<file path="src/rtl/rename_pkg.sv">
// Shared types for the register rename map table.
//   ARCH_REGS    : number of architectural registers (RV32: 32)
//   PHYS_W       : physical register address width used by the map storage;
//                  the top's PHYS_ADDR_WIDTH parameter must equal it
//   arch_idx_t   : architectural register index
//   phys_idx_t   : physical register index
//   map_state_t  : one complete mapping snapshot (map + ready per arch reg),
//                  used for the live table and for every checkpoint slot
//   reset_state(): identity mapping, everything ready
package rename_pkg;

    localparam int ARCH_REGS = 32;
    localparam int PHYS_W    = 7;

    typedef logic [4:0]        arch_idx_t;
    typedef logic [PHYS_W-1:0] phys_idx_t;

    typedef struct packed {
        phys_idx_t [ARCH_REGS-1:0] map;
        logic      [ARCH_REGS-1:0] ready;
    } map_state_t;

    function automatic map_state_t reset_state();
        map_state_t s;
        for (int i = 0; i < ARCH_REGS; i++) begin
            s.map[i] = phys_idx_t'(i);
        end
        s.ready = '1;
        return s;
    endfunction

endpackage

</file>
<file path="src/rtl/rename_wakeup.sv">
// Wakeup merge for one mapping snapshot: every arch register whose physical
// mapping matches a valid writeback broadcast becomes ready.
//   state_i    : snapshot (map + current ready bits)
//   wb_valid_i : per-port broadcast valid
//   wb_phys_i  : per-port woken physical register
//   ready_o    : ready bits after this cycle's wakeups
module rename_wakeup
    import rename_pkg::*;
#(
    parameter int NUM_WB_PORTS = 2
) (
    input  map_state_t                   state_i,
    input  logic [NUM_WB_PORTS-1:0]      wb_valid_i,
    input  phys_idx_t [NUM_WB_PORTS-1:0] wb_phys_i,
    output logic [ARCH_REGS-1:0]         ready_o
);

    always_comb begin
        ready_o = state_i.ready;
        for (int r = 0; r < ARCH_REGS; r++) begin
            for (int k = 0; k < NUM_WB_PORTS; k++) begin
                if (wb_valid_i[k] && (state_i.map[r] == wb_phys_i[k])) begin
                    ready_o[r] = 1'b1;
                end
            end
        end
    end

endmodule

</file>
<file path="src/rtl/reg_rename_table.sv">
// Rename map table with ready tracking, writeback wakeup, and a circular
// buffer of branch checkpoints with single-cycle restore.
//   arch_rs1/2 -> phys_rs1/2, ready_rs1/2 : combinational source lookup,
//                                           ready bypassed from this cycle's wb
//   rename_valid, arch_rd, new_phys_rd     : destination rename (x0 ignored)
//   old_phys_rd                            : previous mapping of arch_rd
//   wb_valid, wb_phys                      : wakeup broadcast ports (packed)
//   ckpt_save / ckpt_save_id / ckpt_full   : checkpoint allocation at tail
//   ckpt_release                           : free the oldest checkpoint
//   ckpt_restore / ckpt_restore_id         : mispredict restore
module reg_rename_table
    import rename_pkg::*;
#(
    parameter int PHYS_ADDR_WIDTH = PHYS_W,
    parameter int NUM_WB_PORTS    = 2,
    parameter int NUM_CHECKPOINTS = 4,
    parameter int CKPT_ID_WIDTH   = $clog2(NUM_CHECKPOINTS)
) (
    input  logic                                    clock,
    input  logic                                    reset,
    input  logic [4:0]                              arch_rs1,
    input  logic [4:0]                              arch_rs2,
    output logic [PHYS_ADDR_WIDTH-1:0]              phys_rs1,
    output logic [PHYS_ADDR_WIDTH-1:0]              phys_rs2,
    output logic                                    ready_rs1,
    output logic                                    ready_rs2,
    input  logic                                    rename_valid,
    input  logic [4:0]                              arch_rd,
    input  logic [PHYS_ADDR_WIDTH-1:0]              new_phys_rd,
    output logic [PHYS_ADDR_WIDTH-1:0]              old_phys_rd,
    input  logic [NUM_WB_PORTS-1:0]                 wb_valid,
    input  logic [NUM_WB_PORTS*PHYS_ADDR_WIDTH-1:0] wb_phys,
    input  logic                                    ckpt_save,
    output logic [CKPT_ID_WIDTH-1:0]                ckpt_save_id,
    output logic                                    ckpt_full,
    input  logic                                    ckpt_release,
    input  logic                                    ckpt_restore,
    input  logic [CKPT_ID_WIDTH-1:0]                ckpt_restore_id
);

    localparam int CNT_W = CKPT_ID_WIDTH + 1;
    typedef logic [CKPT_ID_WIDTH-1:0] ckpt_id_t;
    typedef logic [CNT_W-1:0]         ckpt_cnt_t;

    map_state_t live_q, live_d, post_st;
    map_state_t slot_q [NUM_CHECKPOINTS];
    map_state_t slot_d [NUM_CHECKPOINTS];
    ckpt_id_t   head_q, head_d, tail_q, tail_d, rst_off;
    ckpt_cnt_t  count_q, count_d;

    phys_idx_t [NUM_WB_PORTS-1:0] wb_phys_v;
    logic [ARCH_REGS-1:0]         live_woken;
    logic [ARCH_REGS-1:0]         slot_woken [NUM_CHECKPOINTS];
    logic                         do_ren, do_rel, do_save, byp1, byp2;

    assign wb_phys_v = wb_phys;

    // ---------------- wakeup: live table and every slot ----------------
    rename_wakeup #(.NUM_WB_PORTS(NUM_WB_PORTS)) u_live_wk (
        .state_i    (live_q),
        .wb_valid_i (wb_valid),
        .wb_phys_i  (wb_phys_v),
        .ready_o    (live_woken)
    );

    for (genvar g = 0; g < NUM_CHECKPOINTS; g++) begin : g_slot_wk
        rename_wakeup #(.NUM_WB_PORTS(NUM_WB_PORTS)) u_slot_wk (
            .state_i    (slot_q[g]),
            .wb_valid_i (wb_valid),
            .wb_phys_i  (wb_phys_v),
            .ready_o    (slot_woken[g])
        );
    end

    // ---------------- combinational reads ----------------
    always_comb begin
        phys_rs1    = (arch_rs1 == '0) ? '0 : live_q.map[arch_rs1];
        phys_rs2    = (arch_rs2 == '0) ? '0 : live_q.map[arch_rs2];
        old_phys_rd = (arch_rd  == '0) ? '0 : live_q.map[arch_rd];
        byp1 = 1'b0;
        byp2 = 1'b0;
        for (int k = 0; k < NUM_WB_PORTS; k++) begin
            if (wb_valid[k] && (wb_phys_v[k] == phys_rs1)) byp1 = 1'b1;
            if (wb_valid[k] && (wb_phys_v[k] == phys_rs2)) byp2 = 1'b1;
        end
        ready_rs1 = (arch_rs1 == '0) || live_q.ready[arch_rs1] || byp1;
        ready_rs2 = (arch_rs2 == '0) || live_q.ready[arch_rs2] || byp2;
    end

    // ---------------- control ----------------
    assign ckpt_full    = (count_q == ckpt_cnt_t'(NUM_CHECKPOINTS));
    assign ckpt_save_id = tail_q;
    assign do_ren  = rename_valid && (arch_rd != '0) && !ckpt_restore;
    assign do_rel  = ckpt_release && (count_q != '0);
    // A release frees the head slot on this edge, so a full buffer can still
    // accept a save in the same cycle (it reuses the slot being freed).
    assign do_save = ckpt_save && !ckpt_restore && (!ckpt_full || do_rel);
    // Distance of the restored slot from the oldest live one (mod N).
    assign rst_off = ckpt_restore_id - head_q;

    // Live state as it will look after this edge when no restore happens;
    // this is also what a save captures. Rename overrides a same-edge wakeup.
    always_comb begin
        post_st       = live_q;
        post_st.ready = live_woken;
        if (do_ren) begin
            post_st.map[arch_rd]   = new_phys_rd;
            post_st.ready[arch_rd] = 1'b0;
        end
    end

    always_comb begin
        live_d  = post_st;
        head_d  = head_q;
        tail_d  = tail_q;
        count_d = count_q;
        for (int i = 0; i < NUM_CHECKPOINTS; i++) begin
            slot_d[i]       = slot_q[i];
            slot_d[i].ready = slot_woken[i];
        end
        if (do_rel) head_d = head_q + ckpt_id_t'(1);
        if (ckpt_restore) begin
            live_d.map   = slot_q[ckpt_restore_id].map;
            live_d.ready = slot_woken[ckpt_restore_id];
            tail_d       = ckpt_restore_id + ckpt_id_t'(1);
            // Slots head..restore_id stay live; a concurrent release drops head.
            count_d      = ckpt_cnt_t'({1'b0, rst_off}) + ckpt_cnt_t'(1)
                           - ckpt_cnt_t'(do_rel);
        end else begin
            if (do_save) begin
                slot_d[tail_q] = post_st;
                tail_d         = tail_q + ckpt_id_t'(1);
            end
            count_d = count_q + ckpt_cnt_t'(do_save) - ckpt_cnt_t'(do_rel);
        end
    end

    // ---------------- state ----------------
    always_ff @(posedge clock or posedge reset) begin
        if (reset) begin
            live_q  <= reset_state();
            head_q  <= '0;
            tail_q  <= '0;
            count_q <= '0;
        end else begin
            live_q  <= live_d;
            head_q  <= head_d;
            tail_q  <= tail_d;
            count_q <= count_d;
        end
    end

    // Slot contents are only meaningful once saved, so they carry no reset.
    always_ff @(posedge clock) begin
        slot_q <= slot_d;
    end

    // ---------------- protocol checks ----------------
    a_save_full: assert property (@(posedge clock) disable iff (reset)
        !(ckpt_save && !ckpt_restore && ckpt_full && !ckpt_release));
    a_rel_empty: assert property (@(posedge clock) disable iff (reset)
        !(ckpt_release && (count_q == '0)));
    a_rst_live: assert property (@(posedge clock) disable iff (reset)
        ckpt_restore |-> (ckpt_cnt_t'({1'b0, rst_off}) < count_q));

endmodule

</file>
<file path="config.mk">
export PLATFORM = sky130hd
export DESIGN_NAME = reg_rename_table
export DESIGN_NICKNAME = d
export VERILOG_FILES = /design/src/rtl/rename_pkg.sv /design/src/rtl/rename_wakeup.sv /design/src/rtl/reg_rename_table.sv
export SDC_FILE = /design/constraint.sdc
export NUM_CORES = 2
export LEC_CHECK = 0
export CAP_MARGIN = 20
export CORE_ASPECT_RATIO = 1.2
export CORE_UTILIZATION = 60
export CTS_BUF_LIST = sky130_fd_sc_hd__clkbuf_4
export CTS_CLUSTER_DIAMETER = 120
export DETAILED_ROUTE_END_ITERATION = 8
export DONT_BUFFER_PORTS = 1
export PLACE_DENSITY = 0.73
export SYNTH_ARGS = -nofsm -noshare
export SYNTH_HDL_FRONTEND = slang
export SYNTH_SLANG_ARGS = --single-unit
</file>
<file path="constraint.sdc">
create_clock -name clock -period 11.15 [get_ports clock]
set_input_delay 2.23 -clock clock [delete_from_list [all_inputs] [get_ports clock]]
set_output_delay 2.23 -clock clock [all_outputs]
set_load 0.02 [all_outputs]
</file>
== Word level (Yosys, flattened, before mapping) ==
Index checks and enable logic that the tools add are counted.
Storage, ports and cells
  output and inout port bits: 26
  word-level logic and storage cells: 1216
  bits of input ports: 46
  memories kept: 0
  latch bits: 0
  memory bits (writable): 0
  ROM bits: 0
  flip-flop bits (word level): 1287
Cells by class
  $mul: 0
  $add $sub $neg: 8
  $lt $le $gt $ge: 7
  bitwise gates (word level): 5
  divide/modulo/power cells: 0
  equal/unequal tests: 325
  reduce and logical (&&, ||, !) cells: 345
  shifts and indexed selects: 0
  multiplexer cells: 358
Operators by type and width (number)
  $eq A7 B7 Y1: 324
  $mux W800: 2
  $mux W256: 5
  $bwmux W1024: 1
  $bmux W256 S2: 1
  $demux W256 S2: 1
  $logic_and A1 B1 Y1: 331
  $mux W1: 327
  $bwmux W224: 1
  $bmux W7 S5: 3
  $bmux W32 S2: 1
  $mux W32: 2
  $mux W7: 7
  $demux W7 S5: 1
  $and A32 B32 Y32: 1
  $not A32 Y32: 1
  $lt A5 B6 Y1 const B: 3
  $logic_not A5 Y1: 3
  $bmux W1 S5: 2
  $add A2 B1 Y2 const B: 3
  $ge A3 B3 Y1 const B: 2
  $not A2 Y3: 2
  $sub A3 B1 Y3: 2
  $demux W1 S5: 1
  other kinds (15): 21

== Depth between registers and ports, before layout ==
  word-level depth: 10
  mapped depth: 13
  depth with buffers taken out: 12

== Hierarchy ==
Synthesis repeated with hierarchy kept, for this count alone.
Unflattened totals
  cell total of the unflattened synthesis: 6618
  area, all modules: 85022.8 µm²
By module, submodules not included
  reg_rename_table: seq. area each 36189.7 µm², area an instance 56495.4 µm², cells an instance 3108, instances 1
  rename_wakeup: seq. area each 0.0 µm², area an instance 5705.5 µm², cells an instance 702, instances 5

== Least setup slack after synthesis ==
No wires, ideal clock.
  kind: input to register
  from: input ckpt_release
  to: register slot_q[1000] in the netlist's numbering (enable)
  stages: 7
  buffers on the path: 2
  path slack: 2.940 ns
  setup time: 0.574 ns
  required time: 10.576 ns
  arrival time: 7.636 ns
  cell sequence: o21ai_0 -> nor2_1 -> inv_1 -> or3_1 -> clkbuf_1 -> clkbuf_1 -> inv_1
On the way
  cells in the longest elaborated chain, start to end: 4
RTL lines
  from (decl): line reg_rename_table.sv:36  | input logic ckpt_release,
  $logic_and A1 B1 Y1: line reg_rename_table.sv:94  | assign do_rel = ckpt_release && (count_q != '0);
  $logic_or A1 B1 Y1: line reg_rename_table.sv:97  | assign do_save = ckpt_save && !ckpt_restore && (!ckpt_full || do_rel);
  $logic_and A1 B1 Y1: line reg_rename_table.sv:97
  $reduce_and A2 Y1 (no source line)
  to (signal assigned): line reg_rename_table.sv:155  | slot_q <= slot_d;
  to (decl): line reg_rename_table.sv:46  | map_state_t slot_q [NUM_CHECKPOINTS];
Every way passes these cells.
A chain may end at the register's enable or synchronous reset.

== Worst setup path after layout ==
  from: input arch_rs1[1]
  to: output ready_rs1
On the way
  cells in the longest elaborated chain, start to end: 8
  elaborated cells on any way between the ends: 14
  classes of those cells: 2 x eq/ne; 7 x mux; 5 x reduce/logical
RTL lines
  from (decl): line reg_rename_table.sv:21  | input logic [4:0] arch_rs1,
  $bmux W7 S5: line reg_rename_table.sv:77  | phys_rs1 = (arch_rs1 == '0) ? '0 : live_q.map[arch_rs1];
  $mux W7 (implied by the code): line reg_rename_table.sv:77
  $mux W7 *: line reg_rename_table.sv:77
  via phys_rs1[5]: line reg_rename_table.sv:23  | output logic [PHYS_ADDR_WIDTH-1:0] phys_rs1,
  $eq A7 B7 Y1: line reg_rename_table.sv:83  | if (wb_valid[k] && (wb_phys_v[k] == phys_rs1)) byp1 = 1'b1;
  $logic_and A1 B1 Y1: line reg_rename_table.sv:83
  $mux W1: line reg_rename_table.sv:83
  $mux W1 *: line reg_rename_table.sv:83
  $logic_or A1 B1 Y1 *: line reg_rename_table.sv:86  | ready_rs1 = (arch_rs1 == '0) || live_q.ready[arch_rs1] || byp1;
  to (decl): line reg_rename_table.sv:25  | output logic ready_rs1,
Mark *: on every way through the listed nets, which the timed path passes. The rest lies on a longest branch. The select of a mux whose other input is x is not followed.

==> metrics <==
total internal power 9.655 mW; TritonCTS buffer count 345; share of the yosys chip area belonging to registers 43.59%; total number of H-tree levels 5; half-perimeter wire length after placement 163.3 mm; cells taking the most area after synthesis edfxtp_1 32%, xnor2_1 24%, mux4_2 11%; first-pass iteration count of the detailed router 5; placed cell areas 83550 um2; combined area of all synthesized cells 83020 um2; Die Y 409.5 um; CP Max Fanout 71; count of distinct cell types in the synthesized netlist 62; combinational share of power 20.5%; Area Overhead vs Synth 5.995%; # hold bufs at CTS 0; CP cell instances nor2b_1 -> a22oi_1 -> nand3_1 -> nand4_1 -> xnor2_1 -> nand4_1 -> nor3_1 -> a211o_1; part of the total power dissipated in the clock network 30.8%; DR vias 60813; most common cell type on the critical path nand4_1; overall fraction of global-route tracks in use 41.52%; kind of end point of the critical path primary output; setup repair after global routing missed its margin false; sequential share of power 48.7%; post-layout min period 7.433 ns; Post-synth top cells 2234 x xnor2_1, 896 x edfxtp_1, 641 x nand4_1, 517 x nor2_1, 456 x mux2_2; post-CTS setup buffer count 0; overflow left after global routing 0; floorplan die width 341.6 um; type of the setup path with the least slack in -> out; Tightest Hold Check Type reg -> reg; area share of the largest cell type after synthesis 32.41%; switching share of power 30.80%; final-layout fill cell count 10478; number of synthesized register bits 1287; Gates resized, CTS repair 0; Leakage Power 26.97 nW; ratio of routed vias to standard cells 6.947; CTS Buffer Depth 4; worst hold slack 0.4984 ns; Final Util 64.05%; most common cell in the netlist xnor2_1; endpoints failing hold 0; Final Cell Area 88000 um2; wire length per cell 33.18 um; worst-margin pin slew 1.169 ns; Tcrit/Tclk final 66.66%; cell type with the highest aggregate area in the netlist edfxtp_1; first-pass GRT wire length 423.2 mm; fraction of layout cells with a size suffix above 1 23.00%; Final Wtd Congestion 0.9704; peak supply drop 0.1206 mV; number of nets with antenna violations after routing 0; number of warnings printed during yosys synthesis 0; starting density of the core 60.42%; number of violations reported at the end of detailed-routing iteration 0 6774; DRC Markers 0; placed insts 8111; total wire length 290.5 mm; core outline area 137400 um2; via count of the first global-routing pass 62304; net count after synthesis 6816; number of cells in the finished layout apart from fillers 8754; clock insertion delay at the later pin of the skew report 1.47 ns; Clock Sinks 1287; area enclosed by the die boundary 139900 um2; startpoint type of the worst setup path input port; fmax 134.5 MHz; clock root buffer clkbuf_4; number of enable flip-flop cells after synthesis 896; switching power of the nets 4.298 mW; TritonCTS clock tree done; area occupied by multi-input gates 44490 um2; Fin Clk Skew 0.09490 ns; Pwr per Cell Area 158.6 nW/um2; crit-path max cell delay 0.82 ns; area occupied by registers 36190 um2; number of violations of the max-capacitance limit 0; share of flip-flops with an asynchronous set or reset after synthesis 20.44%; Slew Limit Headroom 21.77%; antenna violations before repair 19; # nets final 6699; count of endpoints failing setup in the final report 0; clock input transition at the sequential cells of the worst setup and hold paths 0.06 ns; slowest cell on the critical path nor2b_1; number of I/O pins 72; synthesized instance count 6764; worst endpoint required time 8.92 ns; Mapped Avg Cell Area 12.27 um2; number of port buffers 0; largest net degree at the start of global routing 267; arrival time of the worst setup path 5.20 ns; ys flop type edfxtp_1; Setup TNS Final 0 ns; final max-slew violation count 0; result of the run complete, no violations; placement row count 149
## cell type report
type | count | share of cell area [%]
antenna | 25 | 0.07109
timing repair buffer | 39 | 0.3839
clock buffer | 503 | 4.291
sequential | 1287 | 41.12
tap | 1812 | 2.576
clock inverter | 114 | 0.6811
multi-input combinational | 4912 | 50.56
inverter | 62 | 0.3128
## metal layers
layer / vias up / part of all wire, % / GRT usage (%)
met5: - / 0.11 / 0.8681
met4: 20 / 6.3 / 24.32
met3: 1174 / 13 / 13.32
met2: 4332 / 45 / 63.75
met1: 30675 / 36 / 51.32
li1: 24612 / - / -
## through the flow
step	setup slack [ns]	power, mW
finish	3.717	13.95
global route	3.820	14.43
CTS	3.932	13.88
detailed placement	3.943	9.620
global placement	3.919	9.540
floorplan	1.865	8.932
## flip-flops by register name (all words and copies together), names as in the netlist
| register | flops |
|---|---|
| ckpt_save_id | 2 |
| count_q | 3 |
| head_q | 2 |
| slot_q | 1024 |
| live_q | 256 |
## cells in the final DEF, fill, tap and decap left out, types with 4 or more instances in the layout
cell type and n:
dfxtp_1 128, mux2i_1 96, dfrtp_1 151, mux2_2 456, buf_4 34, nand2_1 43, xnor2_1 2234, bufinv_16 5
a22oi_1 5, o22ai_1 5, mux4_2 421, mux4_1 6, o31a_1 13, nand2b_1 8, clkinv_2 29, a21oi_1 151
diode_2 25, inv_1 56, dfstp_2 112, nor4_1 7, nand3_1 22, nand4_1 641, o21ai_0 9, ha_1 5
xor2_1 42, a311oi_1 7, nor3_1 150, clkbuf_4 503, edfxtp_1 896, clkinv_1 77, nor2_1 517, nor2b_1 7
inv_8 4, a221oi_1 10
## logic make-up after synthesis
kind of cell               count (synthesis)  share of synthesized area, %
AOI/OAI and AO/OA                        232                         1.707
xor gates and xnor gates                2276                         24.01
adders and majority gates                  6                       0.09947
buffers and inverters                    565                         2.869
DFF                                     1287                         43.59
muxes                                    979                         18.95
and+or+nand+nor                         1419                         8.770
## worst paths after layout
kind                              from           to  slack (ns)  depth (start not counted)
max in group asynchronous        reset  live_q[142]        8.23                          3
setup / recovery           arch_rs1[1]    ready_rs1        3.72                          8
hold reg to reg              head_q[1]    head_q[1]        0.50                          1
hold / removal               head_q[1]    head_q[1]        0.50                          1
min in group asynchronous        reset   live_q[63]        0.71                          1
setup reg to reg            count_q[0]  slot_q[148]        7.21                          7
## power by group through the flow
stage	Clock, mW	Combinational (mW)	Sequential (mW)
6_report	4.30	2.86	6.79
5_1_grt	4.57	3.07	6.79
4_1_cts	4.33	2.82	6.73
3_5_place_dp	0	2.80	6.82
3_3_place_gp	0	2.72	6.82
2_1_floorplan	0	2.54	6.39
## critical path: cells and delay by family
family | cells | cell delay [ns]
AOI/OAI and AO/OA | 2 | 0.51
and+or+nand+nor | 5 | 1.95
xor gates and xnor gates | 1 | 0.39
No activity file was read; power rests on OpenSTA's default activity.
